## config.mk

```make
export PLATFORM = sky130hd
export DESIGN_NAME = frame_bank_scheduler_flat
export DESIGN_NICKNAME = d
export VERILOG_FILES = /design/src/rtl/frame_bank_scheduler_if.sv /design/src/rtl/frame_bank_scheduler.sv /design/src/flat_wrapper.sv
export SDC_FILE = /design/constraint.sdc
export NUM_CORES = 1
export LEC_CHECK = 0
export ABC_AREA = 1
export CORE_MARGIN = 2
export CORE_UTILIZATION = 25
export DETAILED_ROUTE_END_ITERATION = 12
export PLACE_DENSITY = 0.52
export SYNTH_ARGS = -nofsm -noshare
export SYNTH_HDL_FRONTEND = slang
export SYNTH_SLANG_ARGS = --single-unit
```

## constraint.sdc

```tcl
create_clock -name clk -period 1.86 [get_ports clk]
set_input_delay 0.372 -clock clk [delete_from_list [all_inputs] [get_ports clk]]
set_output_delay 0.372 -clock clk [all_outputs]
set_load 0.05 [all_outputs]
```

## src/rtl/frame_bank_scheduler_if.sv

```systemverilog
// Handshake bundle between the frame writer/reader control and the triple-buffer
// bank scheduler. CNT_W must match the scheduler's CNT_W.
interface frame_bank_scheduler_if #(
  parameter int CNT_W = 16
);
  logic             sdram_init_done;
  logic             wr_frame_done;
  logic             rd_frame_start;
  logic [1:0]       wr_bank;
  logic [1:0]       rd_bank;
  logic             wr_load;
  logic             rd_load;
  logic             disp_valid;
  logic [CNT_W-1:0] drop_cnt;
  logic [CNT_W-1:0] repeat_cnt;

  modport master (
    output sdram_init_done, wr_frame_done, rd_frame_start,
    input  wr_bank, rd_bank, wr_load, rd_load, disp_valid, drop_cnt, repeat_cnt
  );

  modport slave (
    input  sdram_init_done, wr_frame_done, rd_frame_start,
    output wr_bank, rd_bank, wr_load, rd_load, disp_valid, drop_cnt, repeat_cnt
  );
endinterface

```

## src/rtl/frame_bank_scheduler.sv

```systemverilog
// Triple/quad-buffer SDRAM bank scheduler: the reader only switches to fully written
// frames, so the display never tears. Dropped and repeated frames are counted.
module frame_bank_scheduler #(
  parameter int NUM_BANKS = 3,
  parameter int CNT_W     = 16
) (
  input logic                   clk,
  input logic                   rst_n,
  frame_bank_scheduler_if.slave bus
);

  typedef enum logic [1:0] {
    IDLE = 2'd0,
    INIT = 2'd1,
    RUN  = 2'd2
  } state_t;

  localparam logic [1:0] RD_BANK_RESET = 2'(NUM_BANKS - 1);

  state_t           state_q;
  logic [1:0]       wr_bank_q;
  logic [1:0]       rd_bank_q;
  logic [1:0]       latest_q;
  logic             latest_valid_q;
  logic             wr_load_q;
  logic             rd_load_q;
  logic             disp_valid_q;
  logic [CNT_W-1:0] drop_q;
  logic [CNT_W-1:0] repeat_q;

  // Lowest bank index that is neither a nor b; with NUM_BANKS >= 3 one always exists.
  function automatic logic [1:0] lowest_free(input logic [1:0] a, input logic [1:0] b);
    logic [1:0] pick;
    logic       found;
    pick  = '0;
    found = 1'b0;
    for (int i = 0; i < NUM_BANKS; i++) begin
      if (!found && (2'(i) != a) && (2'(i) != b)) begin
        pick  = 2'(i);
        found = 1'b1;
      end
    end
    return pick;
  endfunction

  always_ff @(posedge clk or negedge rst_n) begin
    if (!rst_n) begin
      state_q        <= IDLE;
      wr_bank_q      <= '0;
      rd_bank_q      <= RD_BANK_RESET;
      latest_q       <= '0;
      latest_valid_q <= 1'b0;
      wr_load_q      <= 1'b0;
      rd_load_q      <= 1'b0;
      disp_valid_q   <= 1'b0;
      drop_q         <= '0;
      repeat_q       <= '0;
    end else begin
      wr_load_q <= 1'b0;
      rd_load_q <= 1'b0;
      // Losing the SDRAM drops back to the reset picture, but the statistics survive.
      if (!bus.sdram_init_done) begin
        state_q        <= IDLE;
        wr_bank_q      <= '0;
        rd_bank_q      <= RD_BANK_RESET;
        latest_q       <= '0;
        latest_valid_q <= 1'b0;
        disp_valid_q   <= 1'b0;
      end else begin
        case (state_q)
          IDLE: begin
            state_q   <= INIT;
            wr_load_q <= 1'b1;
            rd_load_q <= 1'b1;
          end
          INIT: state_q <= RUN;
          RUN: begin
            if (bus.wr_frame_done && bus.rd_frame_start) begin
              // Reader grabs the frame that just finished; any older pending frame is lost.
              if (latest_valid_q && (drop_q != '1)) drop_q <= drop_q + CNT_W'(1);
              latest_valid_q <= 1'b0;
              rd_bank_q      <= wr_bank_q;
              wr_bank_q      <= lowest_free(wr_bank_q, wr_bank_q);
              disp_valid_q   <= 1'b1;
              wr_load_q      <= 1'b1;
              rd_load_q      <= 1'b1;
            end else if (bus.wr_frame_done) begin
              if (latest_valid_q && (drop_q != '1)) drop_q <= drop_q + CNT_W'(1);
              latest_q       <= wr_bank_q;
              latest_valid_q <= 1'b1;
              wr_bank_q      <= lowest_free(rd_bank_q, wr_bank_q);
              wr_load_q      <= 1'b1;
            end else if (bus.rd_frame_start) begin
              if (latest_valid_q) begin
                rd_bank_q      <= latest_q;
                latest_valid_q <= 1'b0;
                disp_valid_q   <= 1'b1;
              end else if (repeat_q != '1) begin
                repeat_q <= repeat_q + CNT_W'(1);
              end
              rd_load_q <= 1'b1;
            end
          end
          default: state_q <= IDLE;
        endcase
      end
    end
  end

  assign bus.wr_bank    = wr_bank_q;
  assign bus.rd_bank    = rd_bank_q;
  assign bus.wr_load    = wr_load_q;
  assign bus.rd_load    = rd_load_q;
  assign bus.disp_valid = disp_valid_q;
  assign bus.drop_cnt   = drop_q;
  assign bus.repeat_cnt = repeat_q;

endmodule

```

## src/flat_wrapper.sv

```systemverilog
// flat-port wrapper written by rule: the top's interface ports become plain ports
module frame_bank_scheduler_flat 
#(
  parameter int NUM_BANKS = 3,
  parameter int CNT_W     = 16
)
  (clk, rst_n, bus_sdram_init_done, bus_wr_frame_done, bus_rd_frame_start, bus_wr_bank, bus_rd_bank, bus_wr_load, bus_rd_load, bus_disp_valid, bus_drop_cnt, bus_repeat_cnt);
  frame_bank_scheduler_if #(.CNT_W(CNT_W)) bus_i ();
  input logic clk;
  input logic rst_n;
  input wire logic [$bits(bus_i.sdram_init_done)-1:0] bus_sdram_init_done;
  input wire logic [$bits(bus_i.wr_frame_done)-1:0] bus_wr_frame_done;
  input wire logic [$bits(bus_i.rd_frame_start)-1:0] bus_rd_frame_start;
  output wire logic [$bits(bus_i.wr_bank)-1:0] bus_wr_bank;
  output wire logic [$bits(bus_i.rd_bank)-1:0] bus_rd_bank;
  output wire logic [$bits(bus_i.wr_load)-1:0] bus_wr_load;
  output wire logic [$bits(bus_i.rd_load)-1:0] bus_rd_load;
  output wire logic [$bits(bus_i.disp_valid)-1:0] bus_disp_valid;
  output wire logic [$bits(bus_i.drop_cnt)-1:0] bus_drop_cnt;
  output wire logic [$bits(bus_i.repeat_cnt)-1:0] bus_repeat_cnt;
  assign bus_i.sdram_init_done = bus_sdram_init_done;
  assign bus_i.wr_frame_done = bus_wr_frame_done;
  assign bus_i.rd_frame_start = bus_rd_frame_start;
  assign bus_wr_bank = bus_i.wr_bank;
  assign bus_rd_bank = bus_i.rd_bank;
  assign bus_wr_load = bus_i.wr_load;
  assign bus_rd_load = bus_i.rd_load;
  assign bus_disp_valid = bus_i.disp_valid;
  assign bus_drop_cnt = bus_i.drop_cnt;
  assign bus_repeat_cnt = bus_i.repeat_cnt;
  frame_bank_scheduler #(.NUM_BANKS(NUM_BANKS), .CNT_W(CNT_W)) u_core (.clk(clk), .rst_n(rst_n), .bus(bus_i));
endmodule
```

# After elaboration in Yosys (flattened, before gate mapping)
# Index checks and enable logic that the tools add are counted.
[classes]
bitwise = 3
n_eq_ne = 17
n_reduce_logical = 25
addsub = 2
muxes = 61
[ops]
columns = ["operator", "count"]
rows = [
  ["16-bit 2-to-1 mux", 3],
  ["1-bit 2-to-1 mux", 38],
  ["2-bit 2-to-1 mux", 17],
  ["16-bit by 1-bit adder with 16-bit output (second input constant)", 2],
  ["16-bit != test (second input constant)", 2],
  ["1-bit logical AND", 11],
  ["3-bit by 1-bit != test with 1-bit output (second input constant)", 3],
  ["7-bit AND reduction", 1],
  ["2-bit one-hot mux with 3 select lines", 1],
  ["3-bit AND reduction", 2],
  ["2-bit nonzero test", 3],
  ["1-bit zero test", 4],
  ["1-bit by 2-bit != test with 1-bit output (first input constant)", 2],
  ["2-bit by 1-bit != test with 1-bit output (second input constant)", 2],
  ["2-bit != test (first input constant)", 2],
  ["2-bit != test (second input constant)", 2],
  ["4-bit by 1-bit != test with 1-bit output (second input constant)", 1],
  ["1-bit one-hot mux with 2 select lines", 2],
  ["2-bit AND reduction", 2],
  ["4-bit AND reduction", 1],
  ["3-bit by 2-bit != test with 1-bit output (second input constant)", 1],
  ["1-bit inverter", 3],
  ["2-bit by 1-bit == test with 1-bit output (second input constant)", 1],
  ["2-bit == test (second input constant)", 1],
  ["2-bit zero test", 1],
]
[totals]
in_bits = 5
word_cells = 118
ff_bits = 44

# Depth between registers and ports, before layout
[logic_depth]
ltp_word = 23
depth_mapped = 9

# Least setup slack after synthesis
# OpenSTA, ideal clock, no wires.
[synth_path]
path_kind = "reg2reg"
from = "reg u_core.drop_q[1], in the netlist u_core.bus.drop_cnt[1]"
to = "reg u_core.drop_q[13], in the netlist u_core.bus.drop_cnt[13]"
slack_ns = -0.010
arrival_time_ns = 1.752
stages_incl_launch_ff = 10
period_less_slack_ns = 1.870
setup_ns = 0.118
n_path_buf = 1
cell_sequence = "dfrtp_1 -> ha_1 -> inv_1 -> nor2_4 -> nand2_2 -> nor2_2 -> nor2_4 -> buf_6 -> nand2_1 -> nand2_1"
[synth_via]
elab_chain_cells = 5
[synth_lines]
columns = ["element", "line_no", "text"]
rows = [
  ["from (decl)", "frame_bank_scheduler.sv:28", "logic [CNT_W-1:0] drop_q;"],
  ["from (signal assigned)", "frame_bank_scheduler.sv:80", "if (latest_valid_q && (drop_q != '1)) drop_q <= drop_q + CNT_W'(1);"],
  ["from (signal assigned)", "frame_bank_scheduler.sv:88", "if (latest_valid_q && (drop_q != '1)) drop_q <= drop_q + CNT_W'(1);"],
  ["parallel branches: the longest is 2 deep, another holds 16-bit by 1-bit adder with 16-bit output", "--", ""],
  ["16-bit 2-to-1 mux (*)", "frame_bank_scheduler.sv:80, frame_bank_scheduler.sv:88", ""],
  ["16-bit 2-to-1 mux", "frame_bank_scheduler.sv:87", "end else if (bus.wr_frame_done) begin"],
  ["16-bit 2-to-1 mux (*)", "frame_bank_scheduler.sv:78", "if (bus.wr_frame_done && bus.rd_frame_start) begin"],
]
# Every way passes the cells marked *. The select of a mux whose other input is x is not followed.
# A chain may end at the register's enable or synchronous reset.

# Worst setup path after layout
[layout_path]
from = "reg u_core.repeat_q[0], in the netlist u_core.bus.repeat_cnt[0]"
to = "reg u_core.repeat_q[2], in the netlist u_core.bus.repeat_cnt[2]"
[layout_via]
elab_chain_cells = 2
[layout_lines]
columns = ["element", "line_no", "text"]
rows = [
  ["from (decl)", "frame_bank_scheduler.sv:29", "logic [CNT_W-1:0] repeat_q;"],
  ["from (signal assigned)", "frame_bank_scheduler.sv:99", "repeat_q <= repeat_q + CNT_W'(1);"],
  ["parallel branches: the longest is 2 deep, another holds 16-bit by 1-bit adder with 16-bit output", "--", ""],
]
# Several ways; the timed one is not identified.

==> impl_metrics.py <==
metrics = {
    "cells_and_area": {
        "antenna_cells": 0,
        "regArea_um2": 1110,
        "area_growth_pct": 27.3,
        "utilization_pct": 32.5,
        "multi_input_area_um2": 1330,
        "nets": 441,
        "design_area_um2": 3320,
        "drive_gt1_share_pct": 19.3,
        "nFillCells": 1118,
    },
    "die": {
        "initial_core_util_pct": 25.5,
        "dieArea_um2": 11300,
        "die_width_um": 106,
        "ios": 44,
        "core-area_um2": 10200,
        "rows": 37,
        "die_h_um": 106,
    },
    "worst_hold_path": {
        "min_to": "u_core.bus.disp_valid",
        "min_from": "u_core.bus.disp_valid",
        "hold_class": "reg2reg",
        "hold_path_depth": 2,
    },
    "synth": {
        "synth_cell_type_count": 24,
        "yosys-top-cells-count": "nand2_1, dfrtp_1, inv_1, nor2_1, o21ai_0",
        "async_reset_ff_share_pct": 100,
        "ys_warn_count": 0,
        "netlist_area_um2": 2610,
        "yosys.area.top_type": "dfrtp_1",
        "synth-seq-cells": 44,
        "synth.area.top_cells": "dfrtp_1, nand2_1, inv_1",
        "yosysTopAreaCellShare_pct": 41.2,
        "syn_area_per_cell_um2": 6.96,
        "seq_area_frac_synth_pct": 42.2,
        "syn-num-nets": 382,
        "synth_edf_count": 0,
        "synth_flop_cell": "dfrtp_1",
        "syn_inst": 375,
        "yosysMostFrequentCell": "nand2_1",
    },
    "global_route": {
        "grt_overflow": 0,
        "grt_use_total_pct": 12.6,
        "antenna_found_initial": 0,
        "grt_first_pass_wirelength_um": 11500,
        "grt_max_degree": 34,
        "grt_pass1_vias": 2355,
    },
    "critical_path": {
        "path_class": "reg2reg",
        "r2r_start": "u_core.bus.repeat_cnt[0]",
        "reg2reg_depth": 6,
        "reg2reg_slack_ns": 0.18,
        "cp_max_fo": 17,
        "required_ns": 2.03,
        "cpPeakStageDelay_ns": 0.43,
        "cp-end-kind": "flip-flop",
        "timing.rr.end": "u_core.bus.repeat_cnt[2]",
        "cp-start-kind": "flip-flop",
        "slowest_stage": "dfrtp_2",
        "worstPathArrival_ns": 1.86,
        "crit_chain": "ha_1 -> inv_1 -> nor2_2 -> nand4_1 -> nand2_2 -> o21ai_0",
    },
    "clock_tree": {
        "clockBufferDepth": 2,
        "cts.sinks": 44,
        "tritoncts": "done",
        "worstSkewPairLatency_ns": 0.30,
        "clkTransAtPathRegs_ns": 0.09,
        "cts_buffers": 5,
        "cts_max_level": 2,
        "root_buffer": "clkbuf_8",
        "cts_setup_buffers": 0,
    },
    "timing": {
        "slew_headroom_pct": 71.7,
        "worstMarginPinSlew_ns": 0.424,
        "grt_setup_unrepaired": "no",
        "maxClockFrequency_mhz": 595,
        "hold_viol_final": 0,
        "slew_violations": 0,
        "period_share_pct": 90.4,
        "period_minus_slack_ns": 1.68,
        "setup_viol": 0,
        "fin_skew_ns": 0.0141,
    },
    "place": {
        "io_buffers": 43,
        "place_congestion": 0.842,
        "dpl_cell_area_um2": 3200,
        "dp_hpwl_um": 4730,
    },
    "routing": {
        "drt_iter0_drc": 94,
        "postRouteAntennaNets": 0,
        "wl_um": 6440,
        "drc": 0,
        "via_per_inst": 4.39,
        "wire_per_inst_um": 11.3,
        "vias": 2505,
        "firstDrtPassIters": 4,
    },
    "pwr": {
        "p_leak_nw": 1.58,
        "ir_drop_uv": 281,
        "p_per_area_nw_per_um2": 670,
    },
    "status": {
        "status": "finished clean",
    },
    "flow_run": {
        "drv_cap": 0,
    },
}
[metal layers]
layer,share of wire [%],global-route usage [%],vias up
met5,0,0,-
met4,0.89,2.54,0
met3,4.6,3.19,4
met2,47,20.7,45
met1,48,16.7,1157
li1,-,-,1299
[cell families (layout without fill, tap and decap cells)]
logic type               count (synthesis)  in the layout  synth area share (%)
XOR/XNOR                                11             11                  3.69
buffers and inverters                   43            103                  7.24
AND/OR/NAND/NOR                        237            237                  38.0
adder cells (fa/ha/maj)                  2              2                 0.959
AO/OA/AOI/OAI                           38             38                  7.91
flip-flops                              44             44                  42.2
[worst max-delay path: cells and delay by family (launching register included)]
kind | cells | cell delay, ns
simple gates | 3 | 0.68
flops | 1 | 0.43
fa+ha+maj | 1 | 0.25
compound gates | 1 | 0.13
buf+inv | 1 | 0.07
[power by group]
| part | internal [mW] | leakage [nW] | switching, mW |
|---|---|---|---|
| Clock | 0.400 | 0.0552 | 0.351 |
| Sequential | 1.01 | 0.572 | 0.0567 |
| Combinational | 0.124 | 0.957 | 0.285 |
| Total | 1.53 | 1.58 | 0.692 |
[through the flow]
| stage | total power, mW | worst slack [ns] | cells | TNS [ns] | hold WS [ns] |
|---|---|---|---|---|---|
| 5_1_grt | 2.36 | 0.00871 | 571 | 0 | 0.508 |
| 2_1_floorplan | 1.34 | 0.0441 | 375 | 0 | 0.0764 |
| 4_1_cts | 2.28 | 0.160 | 571 | 0 | 0.483 |
| 3_5_place_dp | 1.50 | -0.0663 | 562 | -0.607 | 0.288 |
| 3_3_place_gp | 1.50 | -0.0161 | 562 | -0.0161 | 0.288 |
| 6_report | 2.23 | 0.178 | 571 | 0 | 0.478 |
[sequential cells by signal, summed over array words and instances (netlist names)]
register               count
u_core.latest_q            2
u_core.bus.repeat_cnt     16
u_core.latest_valid_q      1
u_core.bus.wr_bank         2
u_core.bus.drop_cnt       16
u_core.bus.wr_load         1
u_core.bus.disp_valid      1
u_core.bus.rd_bank         2
u_core.state_q             2
u_core.bus.rd_load         1
[how the worst max path moves through the flow]
stage / from / to / slack [ns] / depth (start not counted)
CTS: u_core.bus.repeat_cnt[0] / u_core.bus.repeat_cnt[2] / 0.16 / 6
global route: u_core.bus.repeat_cnt[0] / u_core.bus.repeat_cnt[2] / 0.009 / 7
finish: u_core.bus.repeat_cnt[0] / u_core.bus.repeat_cnt[2] / 0.18 / 6
floorplan: u_core.bus.repeat_cnt[1] / u_core.bus.repeat_cnt[5] / 0.04 / 9
detailed placement: bus_sdram_init_done / u_core.bus.repeat_cnt[2] / -0.07 / 8
global placement: bus_sdram_init_done / u_core.bus.repeat_cnt[2] / -0.02 / 8
[layout make-up]
cell class	count	area share, %
repair buffers	56	14.0
clock inverters	2	1.05
well taps	136	5.12
flip-flops and latches	44	33.3
inverters	39	4.44
multi-input cells	288	39.9
clock buffers	6	2.18
[cell usage in the layout (no fill, tap or decap), types with 2 or more instances in the layout]
cell / instances
o22ai_1: 2
clkdlybuf4s50_1: 3
nor2_1: 36
clkbuf_8: 5
nand2_2: 4
nand3_2: 2
clkinv_2: 2
xor2_1: 4
buf_4: 48
inv_1: 36
ha_1: 2
xnor2_1: 7
nand3_1: 13
dfrtp_2: 3
nand4_1: 10
nand2_1: 163
a21oi_1: 6
o21ai_1: 2
o21ai_2: 2
buf_12: 3
o21ai_0: 24
dfrtp_1: 40
nor2_2: 6
inv_2: 2
nor2_4: 3
[repair_timing]
action                                  CTS  global route
endpoints found under the setup margin    0             9
hold buffers                              1             0
endpoints found under the hold margin    11             0
gates resized for setup                   0             1
(Power assumes the default switching activity.)
